--- src/rtl/score_argmax_seq_if.sv ---
// Score handoff from full_layer2 into the argmax stage, plus its result/status outputs.
// Pure wiring: no latency; there is no backpressure, so a capture request while busy is flagged as overrun.
interface score_argmax_seq_if #(
    parameter int N_CLASS = 10,
    parameter int DW      = 16,
    parameter int IW      = 4
);
    logic                          start;
    logic                          ready;
    logic [N_CLASS:1][DW-1:0]      input_feature;
    logic [IW-1:0]                 categories;
    logic [DW-1:0]                 margin;
    logic                          one_end;
    logic                          busy;
    logic                          overrun;

    modport master (
        output start, ready, input_feature,
        input  categories, margin, one_end, busy, overrun
    );

    modport slave (
        input  start, ready, input_feature,
        output categories, margin, one_end, busy, overrun
    );
endinterface

--- src/rtl/score_argmax_seq.sv ---
// Serial argmax over N_CLASS signed scores: reports winner index, winner-minus-runner-up margin and a done pulse.
// Latency N_CLASS cycles from the ready edge to one_end; no backpressure, a ready while busy only sets overrun.
module score_argmax_seq #(
    parameter int N_CLASS = 10,
    parameter int DW      = 16,
    parameter int IW      = 4
) (
    input  logic              clk,
    input  logic              n_reset,
    score_argmax_seq_if.slave bus
);
    typedef enum logic [1:0] {IDLE, SCAN, DONE} state_t;

    localparam logic signed [DW-1:0] MOST_NEG = {1'b1, {(DW-1){1'b0}}};

    state_t                   state_q, state_d;
    logic [N_CLASS:1][DW-1:0] shadow_q, shadow_d;
    logic signed [DW-1:0]     max_q, max_d;
    logic signed [DW-1:0]     second_q, second_d;
    logic [IW-1:0]            best_q, best_d;
    logic [IW-1:0]            ptr_q, ptr_d;
    logic [IW-1:0]            categories_q, categories_d;
    logic [DW-1:0]            margin_q, margin_d;
    logic                     one_end_q, one_end_d;
    logic                     overrun_q, overrun_d;

    logic                     capture;
    logic signed [DW-1:0]     cur;

    assign capture = bus.start && bus.ready && (state_q == IDLE);

    always_comb begin
        cur = '0;
        for (int k = 1; k <= N_CLASS; k++) begin
            if (ptr_q == IW'(k)) cur = shadow_q[k];
        end
    end

    // State register
    always_ff @(posedge clk or negedge n_reset) begin
        if (!n_reset) state_q <= IDLE;
        else          state_q <= state_d;
    end

    // Next-state logic; dropping start aborts from anywhere
    always_comb begin
        state_d = state_q;
        if (!bus.start) begin
            state_d = IDLE;
        end else begin
            case (state_q)
                IDLE:    if (bus.ready) state_d = (N_CLASS > 1) ? SCAN : DONE;
                SCAN:    if (ptr_q == IW'(N_CLASS)) state_d = DONE;
                DONE:    state_d = IDLE;
                default: state_d = IDLE;
            endcase
        end
    end

    // Outputs
    always_comb begin
        bus.busy       = (state_q != IDLE);
        bus.categories = categories_q;
        bus.margin     = margin_q;
        bus.one_end    = one_end_q;
        bus.overrun    = overrun_q;
    end

    always_comb begin
        shadow_d     = shadow_q;
        max_d        = max_q;
        second_d     = second_q;
        best_d       = best_q;
        ptr_d        = ptr_q;
        categories_d = categories_q;
        margin_d     = margin_q;
        one_end_d    = 1'b0;
        overrun_d    = overrun_q;

        if (capture) begin
            shadow_d = bus.input_feature;
            max_d    = bus.input_feature[1];
            best_d   = IW'(1);
            second_d = MOST_NEG;
            ptr_d    = IW'(2);
        end else if (bus.start && state_q == SCAN) begin
            // Strict compare keeps the lowest index on ties
            if (cur > max_q) begin
                second_d = max_q;
                max_d    = cur;
                best_d   = ptr_q;
            end else if (cur > second_q) begin
                second_d = cur;
            end
            ptr_d = ptr_q + IW'(1);
        end

        if (bus.start && state_q == DONE) begin
            categories_d = best_q - IW'(1);
            // max >= second, so the true difference fits DW unsigned bits and the modular result is exact
            margin_d     = $unsigned(max_q - second_q);
            one_end_d    = 1'b1;
        end

        if (!bus.start)                          overrun_d = 1'b0;
        else if (bus.ready && state_q != IDLE)   overrun_d = 1'b1;
    end

    always_ff @(posedge clk or negedge n_reset) begin
        if (!n_reset) begin
            shadow_q     <= '0;
            max_q        <= '0;
            second_q     <= '0;
            best_q       <= '0;
            ptr_q        <= '0;
            categories_q <= '0;
            margin_q     <= '0;
            one_end_q    <= 1'b0;
            overrun_q    <= 1'b0;
        end else begin
            shadow_q     <= shadow_d;
            max_q        <= max_d;
            second_q     <= second_d;
            best_q       <= best_d;
            ptr_q        <= ptr_d;
            categories_q <= categories_d;
            margin_q     <= margin_d;
            one_end_q    <= one_end_d;
            overrun_q    <= overrun_d;
        end
    end
endmodule

--- src/flat_wrapper.sv ---
// flat-port wrapper written by rule: the top's interface ports become plain ports
module score_argmax_seq_flat 
#(
    parameter int N_CLASS = 10,
    parameter int DW      = 16,
    parameter int IW      = 4
)
  (clk, n_reset, bus_start, bus_ready, bus_input_feature, bus_categories, bus_margin, bus_one_end, bus_busy, bus_overrun);
  score_argmax_seq_if #(.N_CLASS(N_CLASS), .DW(DW), .IW(IW)) bus_i ();
  input  logic clk;
  input  logic n_reset;
  input wire logic [$bits(bus_i.start)-1:0] bus_start;
  input wire logic [$bits(bus_i.ready)-1:0] bus_ready;
  input wire logic [$bits(bus_i.input_feature)-1:0] bus_input_feature;
  output wire logic [$bits(bus_i.categories)-1:0] bus_categories;
  output wire logic [$bits(bus_i.margin)-1:0] bus_margin;
  output wire logic [$bits(bus_i.one_end)-1:0] bus_one_end;
  output wire logic [$bits(bus_i.busy)-1:0] bus_busy;
  output wire logic [$bits(bus_i.overrun)-1:0] bus_overrun;
  assign bus_i.start = bus_start;
  assign bus_i.ready = bus_ready;
  assign bus_i.input_feature = bus_input_feature;
  assign bus_categories = bus_i.categories;
  assign bus_margin = bus_i.margin;
  assign bus_one_end = bus_i.one_end;
  assign bus_busy = bus_i.busy;
  assign bus_overrun = bus_i.overrun;
  score_argmax_seq #(.N_CLASS(N_CLASS), .DW(DW), .IW(IW)) u_core (.clk(clk), .n_reset(n_reset), .bus(bus_i));
endmodule
--- config.mk ---
export PLATFORM = sky130hd
export DESIGN_NAME = score_argmax_seq_flat
export DESIGN_NICKNAME = d
export VERILOG_FILES = /design/src/rtl/score_argmax_seq_if.sv /design/src/rtl/score_argmax_seq.sv /design/src/flat_wrapper.sv
export SDC_FILE = /design/constraint.sdc
export NUM_CORES = 1
export LEC_CHECK = 0
export ABC_CLOCK_PERIOD_IN_PS = 10960
export CAP_MARGIN = 30
export CELL_PAD_IN_SITES_DETAIL_PLACEMENT = 0
export CELL_PAD_IN_SITES_GLOBAL_PLACEMENT = 2
export CORE_MARGIN = 1
export CORE_UTILIZATION = 35
export CTS_CLUSTER_DIAMETER = 100
export CTS_CLUSTER_SIZE = 12
export DETAILED_ROUTE_END_ITERATION = 7
export GPL_TIMING_DRIVEN = 0
export PLACE_DENSITY_LB_ADDON = 0.1
export SYNTH_ARGS = -nofsm -noshare
export SYNTH_HDL_FRONTEND = slang
export SYNTH_SLANG_ARGS = --single-unit
--- constraint.sdc ---
create_clock -name clk -period 10.96 [get_ports clk]
set_input_delay 1.644 -clock clk [delete_from_list [all_inputs] [get_ports clk]]
set_output_delay 1.644 -clock clk [all_outputs]
set_load 0.05 [all_outputs]
# --- Yosys cells after proc, flatten, opt, wreduce, memory -nomap -nowiden ---
# Cells that the tools add are included.
totals:
  in_bits: 164
  elab_cells: 81
  output_inout_bits: 23
  reg_bits: 224
classes:
  order_cmp: 2
  muxes: 29
  reduce_logical: 13
  n_eq_ne: 15
  add_sub_neg: 3
ops:
  columns: ["cell", "n"]
  rows:
  - ["2-to-1 mux 16 bit", 17]
  - ["greater-than comparator 16 bit", 2]
  - ["2-to-1 mux 4 bit", 5]
  - ["equality test 4 x 3 -> 1 bit, second input constant", 4]
  - ["subtractor 16 bit", 1]
  - ["equality test 4 bit, second input constant", 3]
  - ["equality test 4 x 2 -> 1 bit, second input constant", 2]
  - ["2-to-1 mux 2 bit", 3]
  - ["AND reduction 2 bit", 3]
  - ["nonzero test 2 bit", 3]
  - ["logical AND 1 bit", 5]
  - ["adder 4 x 1 -> 4 bit, second input constant", 1]
  - ["equality test 4 x 1 -> 1 bit, second input constant", 1]
  - ["case mux 2 bit (2 select lines)", 1]
  - ["subtractor 4 x 1 -> 4 bit, second input constant", 1]
  - ["2-to-1 mux 1 bit", 3]
  - ["inequality test 3 x 2 -> 1 bit, second input constant", 1]
  - ["inequality test 3 bit, second input constant", 1]
  - ["nonzero test 3 bit", 1]
  - ["equality test 2 x 1 -> 1 bit, second input constant", 1]
  - ["equality test 2 bit, second input constant", 1]
  - ["logical NOT 2 bit", 1]
  - ["inequality test 2 x 1 -> 1 bit, second input constant", 1]

# --- Depth between registers and ports, before layout ---
depth:
  word_depth: 16
  mapped_depth: 19
  mapped_depth_nobuf: 16

# --- Worst setup path before layout ---
# Ideal clock, no wire load.
synth_path:
  kind: "register -> register"
  startpoint: "reg u_core.ptr_q[0]"
  endpoint: "reg u_core.second_q[15]"
  t_required_ns: 10.836
  setup_ns: 0.124
  synth_period_minus_slack_ns: 4.208
  n_path_buf: 3
  stages_incl_launch_ff: 19
  arrival_ns: 4.084
  slack_ns: 6.752
  cell_sequence: "dfrtp_1 -> inv_1 -> ha_1 -> buf_2 -> nor4b_2 -> buf_2 -> a22oi_1 -> o21ai_0 -> o21ai_0 -> o22ai_1 -> ha_1 -> a211oi_1 -> nor2_1 -> nor4bb_1 -> nor2_1 -> o311a_1 -> or2_2 -> buf_2 -> a211o_1"
synth_via:
  elab_chain_len: 15
  elab_cells_between_ends: 28
  cone_classes: "2 x order compare; 10 x eq/ne; 14 x mux; 2 x reduce/logical"
synth_rtl:
  columns: ["item", "line_no", "text"]
  rows:
  - ["from (decl)", "score_argmax_seq.sv:21", "logic [IW-1:0] ptr_q, ptr_d;"]
  - ["from (signal assigned)", "score_argmax_seq.sv:125", "ptr_q <= ptr_d;"]
  - ["equality test 4 x 1 -> 1 bit", "score_argmax_seq.sv:35", "if (ptr_q == IW'(k)) cur = shadow_q[k];"]
  - ["2-to-1 mux 16 bit (9 in series)", "score_argmax_seq.sv:35", null]
  - ["2-to-1 mux 16 bit (*)", "score_argmax_seq.sv:35", null]
  - ["greater-than comparator 16 bit / 2-to-1 mux 16 bit (equally long branches)", "score_argmax_seq.sv:88, score_argmax_seq.sv:92", null]
  - ["2-to-1 mux 16 bit", "score_argmax_seq.sv:88", "if (cur > max_q) begin"]
  - ["2-to-1 mux 16 bit", "score_argmax_seq.sv:86", "end else if (bus.start && state_q == SCAN) begin"]
  - ["2-to-1 mux 16 bit", "score_argmax_seq.sv:80", "if (capture) begin"]
  - ["to (signal assigned)", "score_argmax_seq.sv:123", "second_q <= second_d;"]
  - ["to (decl)", "score_argmax_seq.sv:19", "logic signed [DW-1:0] second_q, second_d;"]
# Mark *: on every way between the ends. The rest lies on a longest branch, timed or not. The select of a mux whose other input is x is not followed.
# A chain may end at the register's enable or synchronous reset.

# --- Worst setup path after layout ---
layout_path:
  startpoint: "reg u_core.ptr_q[1]"
  endpoint: "reg u_core.second_q[6]"
# Same word-level chain as after synthesis.

==> metrics <==
RSZ-0062 raised after global routing no; GPL Wtd Cong 0.829; slowest stage cell, crit path o22ai_1; vias 10,100; Max stage delay on crit path 650 ps; Root Buffer clkbuf_16; Crit Path Category reg -> reg; Bufs and invs on worst path 4; Final Hold Viols 0; largest net degree at the start of global routing 91; CTS tree built; Post-CTS Resized 0; Hold Crit Class reg -> reg; clock sinks 224; DRC 0; synth-to-layout area growth 26.6%; top-count cell post-synth nand2_1; Yosys top cell area share 48.5%; Int Power 2.02 mW; number of I/O port buffers 186; max-slew violations 0; GRT overflow 0; Initial Util 35.5%; clock share of power 20.5%; Iter 0 DRT Violations 687; register area share after synthesis 48.5%; Avg Cell Area, Syn 8.55 um2; global-route wire length before repair 59.3 mm; Die X-Extent 184 um; share of layout cells above drive strength 1 3.13%; Leak 6.97 nW; Worst EP required 11,350 ps; HPWL after DPL 30.3 mm; Synth Cell Area 0.0116 mm2; Sw Pwr 1.38 mW; Worst Path Max Fanout 10; cells after synthesis 1,351; H-Tree Level Count 1; CTS buffer count 22; Pwr Density 232 mW/mm2; critical-path cell list ha_1 > nor3b_1 > clkbuf_1 > buf_1 > a221oi_1 > o21ai_0 > o21ai_0 > o22ai_1 > ha_1 > a21oi_1 > o21ai_0 > o31ai_1 > and3_1 > a211o_1 > buf_2 > buf_2 > mux2i_1 > a21oi_1; worst skew pair latency 530 ps; Routed WL 38.8 mm; minimum clock period 5800 ps; Rows 66; CP arrival 6180 ps; # Post-CTS Setup Buffers 0; Seq pwr share 34.1%; fin worst setup slack 5160 ps; DP Worst Slack 5220 ps; Pre-antenna DRT Iters 5; Slew headroom 45.8%; period utilization 52.9%; CTS Hold Bufs 0; clock skew 31.0 ps; CTS clk-pin slew, worst paths 70 ps; Post-synth EDFFs 0; flop2flop setup slack 5160 ps; Max-Cap Viols 0; post-synth top area cell dfrtp_1; asr flop ratio synth 100%; DIE AREA 0.0337 mm2; Worst Max-Slew Pin Slew 813 ps; Worst setup EP type register; peak supply drop 0.000115 V; Syn. warnings 0; count of cell types in the netlist 61; IO Pins 187; hold slack 471 ps; crit start category register; syn_nets 1,568; vias in the first global route 10,200; predominant post-synthesis flop cell dfrtp_1; Wirelength per Cell 19.3 um; # diodes 0; vias per cell 5.03; CP delay by family, top compound AO/OA/AOI/OAI gates; status complete, no violations; Synth area leaders dfrtp_1, nand2_1, ha_1; sw frac 40.5%; Nets 1,780; Comb power frac 45.4%; Seq cells post-synth 224; Final ANT Viol Nets 0; clk buf depth 3; Core Region 0.0325 mm2; initial antenna violation count 0; Tot GR Track Use 23.3%; die height 184 um; most frequent cells after synthesis nand2_1, dfrtp_1, o21ai_0; f_max 172 MHz; Final setup viols 0; Most common cell on crit path o21ai_0
==> layout make-up <==
| cell class | instances | area (um2) |
|---|---|---|
| Clock buffer | 22 | 551 |
| Buffer | 78 | 322 |
| Tap cell | 442 | 553 |
| Inverter | 43 | 161 |
| Fill cell | 3335 | 17900 |
| Clock inverter | 2 | 46.3 |
| Multi-Input combinational cell | 1006 | 5470 |
| Sequential cell | 224 | 5610 |
| Timing Repair Buffer | 188 | 1920 |
==> logic make-up (layout without fill, tap and decap cells) <==
kind of cell	Yosys count	after routing	synth area share, %
flip-flops	224	224	48.5
adder cells (fa/ha/maj)	53	53	5.80
XOR/XNOR	14	14	1.06
AND/OR/NAND/NOR	643	643	22.9
buffers and inverters	121	333	4.18
AO/OA/AOI/OAI	262	262	14.6
multiplexers	34	34	2.97
==> power by group through the flow <==
stage	Combinational (mW)	Sequential, mW	Clock (mW)
floorplan	1.07	1.13	0
global placement	1.53	1.17	0
detailed placement	1.55	1.17	0
CTS	1.55	1.16	0.718
global route	1.73	1.18	0.742
finish	1.54	1.16	0.697
==> metal layers <==
metal	part of all wire (%)	track usage, %	vias to the layer above	wire, um
met3	4.2	2.26	53	1630
met1	45	31.7	4808	17500
li1	-	-	4972	-
met4	3.1	7.60	0	1220
met2	48	38.9	251	18400
met5	0	0	-	0
==> placed cells by master, fill, tap and decap left out, types with 3 or more instances in the layout <==
master / count
nand2_1: 528
dfrtp_1: 224
clkdlybuf4s50_1: 185
o21ai_0: 86
clkbuf_1: 61
ha_1: 52
a21oi_1: 49
inv_1: 42
nor2_1: 33
mux2i_1: 32
o22ai_1: 27
clkbuf_16: 22
a22oi_1: 18
o31ai_1: 17
nand3_1: 14
a221o_1: 14
a221oi_1: 13
buf_2: 11
nor2b_1: 10
and3_1: 9
xor2_1: 8
nand4_1: 8
nor3_1: 7
nand2b_1: 6
xnor2_1: 6
a211oi_1: 6
and3b_1: 6
a21o_1: 4
a211o_1: 4
o211ai_1: 4
buf_1: 4
and2_1: 3
a21boi_0: 3
or3_1: 3
or2_2: 3
nand3b_1: 3
==> through the flow <==
| step | cells | utilization, % | cell area [um2] | total power, mW | setup TNS (ps) |
|---|---|---|---|---|---|
| 2_1_floorplan | 1351 | - | 11600 | 2.20 | 0 |
| 3_3_place_gp | 1979 | 42.9 | 14000 | 2.69 | -430010 |
| 3_5_place_dp | 1981 | 43.1 | 14000 | 2.71 | 0 |
| 4_1_cts | 2005 | 45.0 | 14600 | 3.42 | 0 |
| 5_1_grt | 2005 | 45.0 | 14600 | 3.65 | 0 |
| 6_report | 2005 | 45.0 | 14600 | 3.40 | 0 |
==> sequential cells by signal, indices dropped and copies added (netlist names) <==
register and cells:
u_core.state_q 2, u_core.bus.categories 4, u_core.best_q 4, u_core.bus.one_end 1
u_core.bus.overrun 1, u_core.ptr_q 4, u_core.shadow_q 160, u_core.bus.margin 16
u_core.second_q 16, u_core.max_q 16
==> final timing paths <==
path                                startpoint                    to  cells after the start
max                            u_core.ptr_q[1]    u_core.second_q[6]                     18
min in group asynchronous              n_reset  u_core.bus.margin[4]                      1
min reg2reg                u_core.shadow_q[68]   u_core.shadow_q[68]                      2
max reg2reg                    u_core.ptr_q[1]    u_core.second_q[6]                     18
min                        u_core.shadow_q[68]   u_core.shadow_q[68]                      2
max in group asynchronous              n_reset   u_core.shadow_q[55]                      2
==> tightest hold or removal path: stages, from the launching register on <==
cell and delay (ps):
dfrtp_1 330, nand2_1 50, nand2_1 50
No activity file was read; power rests on OpenSTA's default activity.
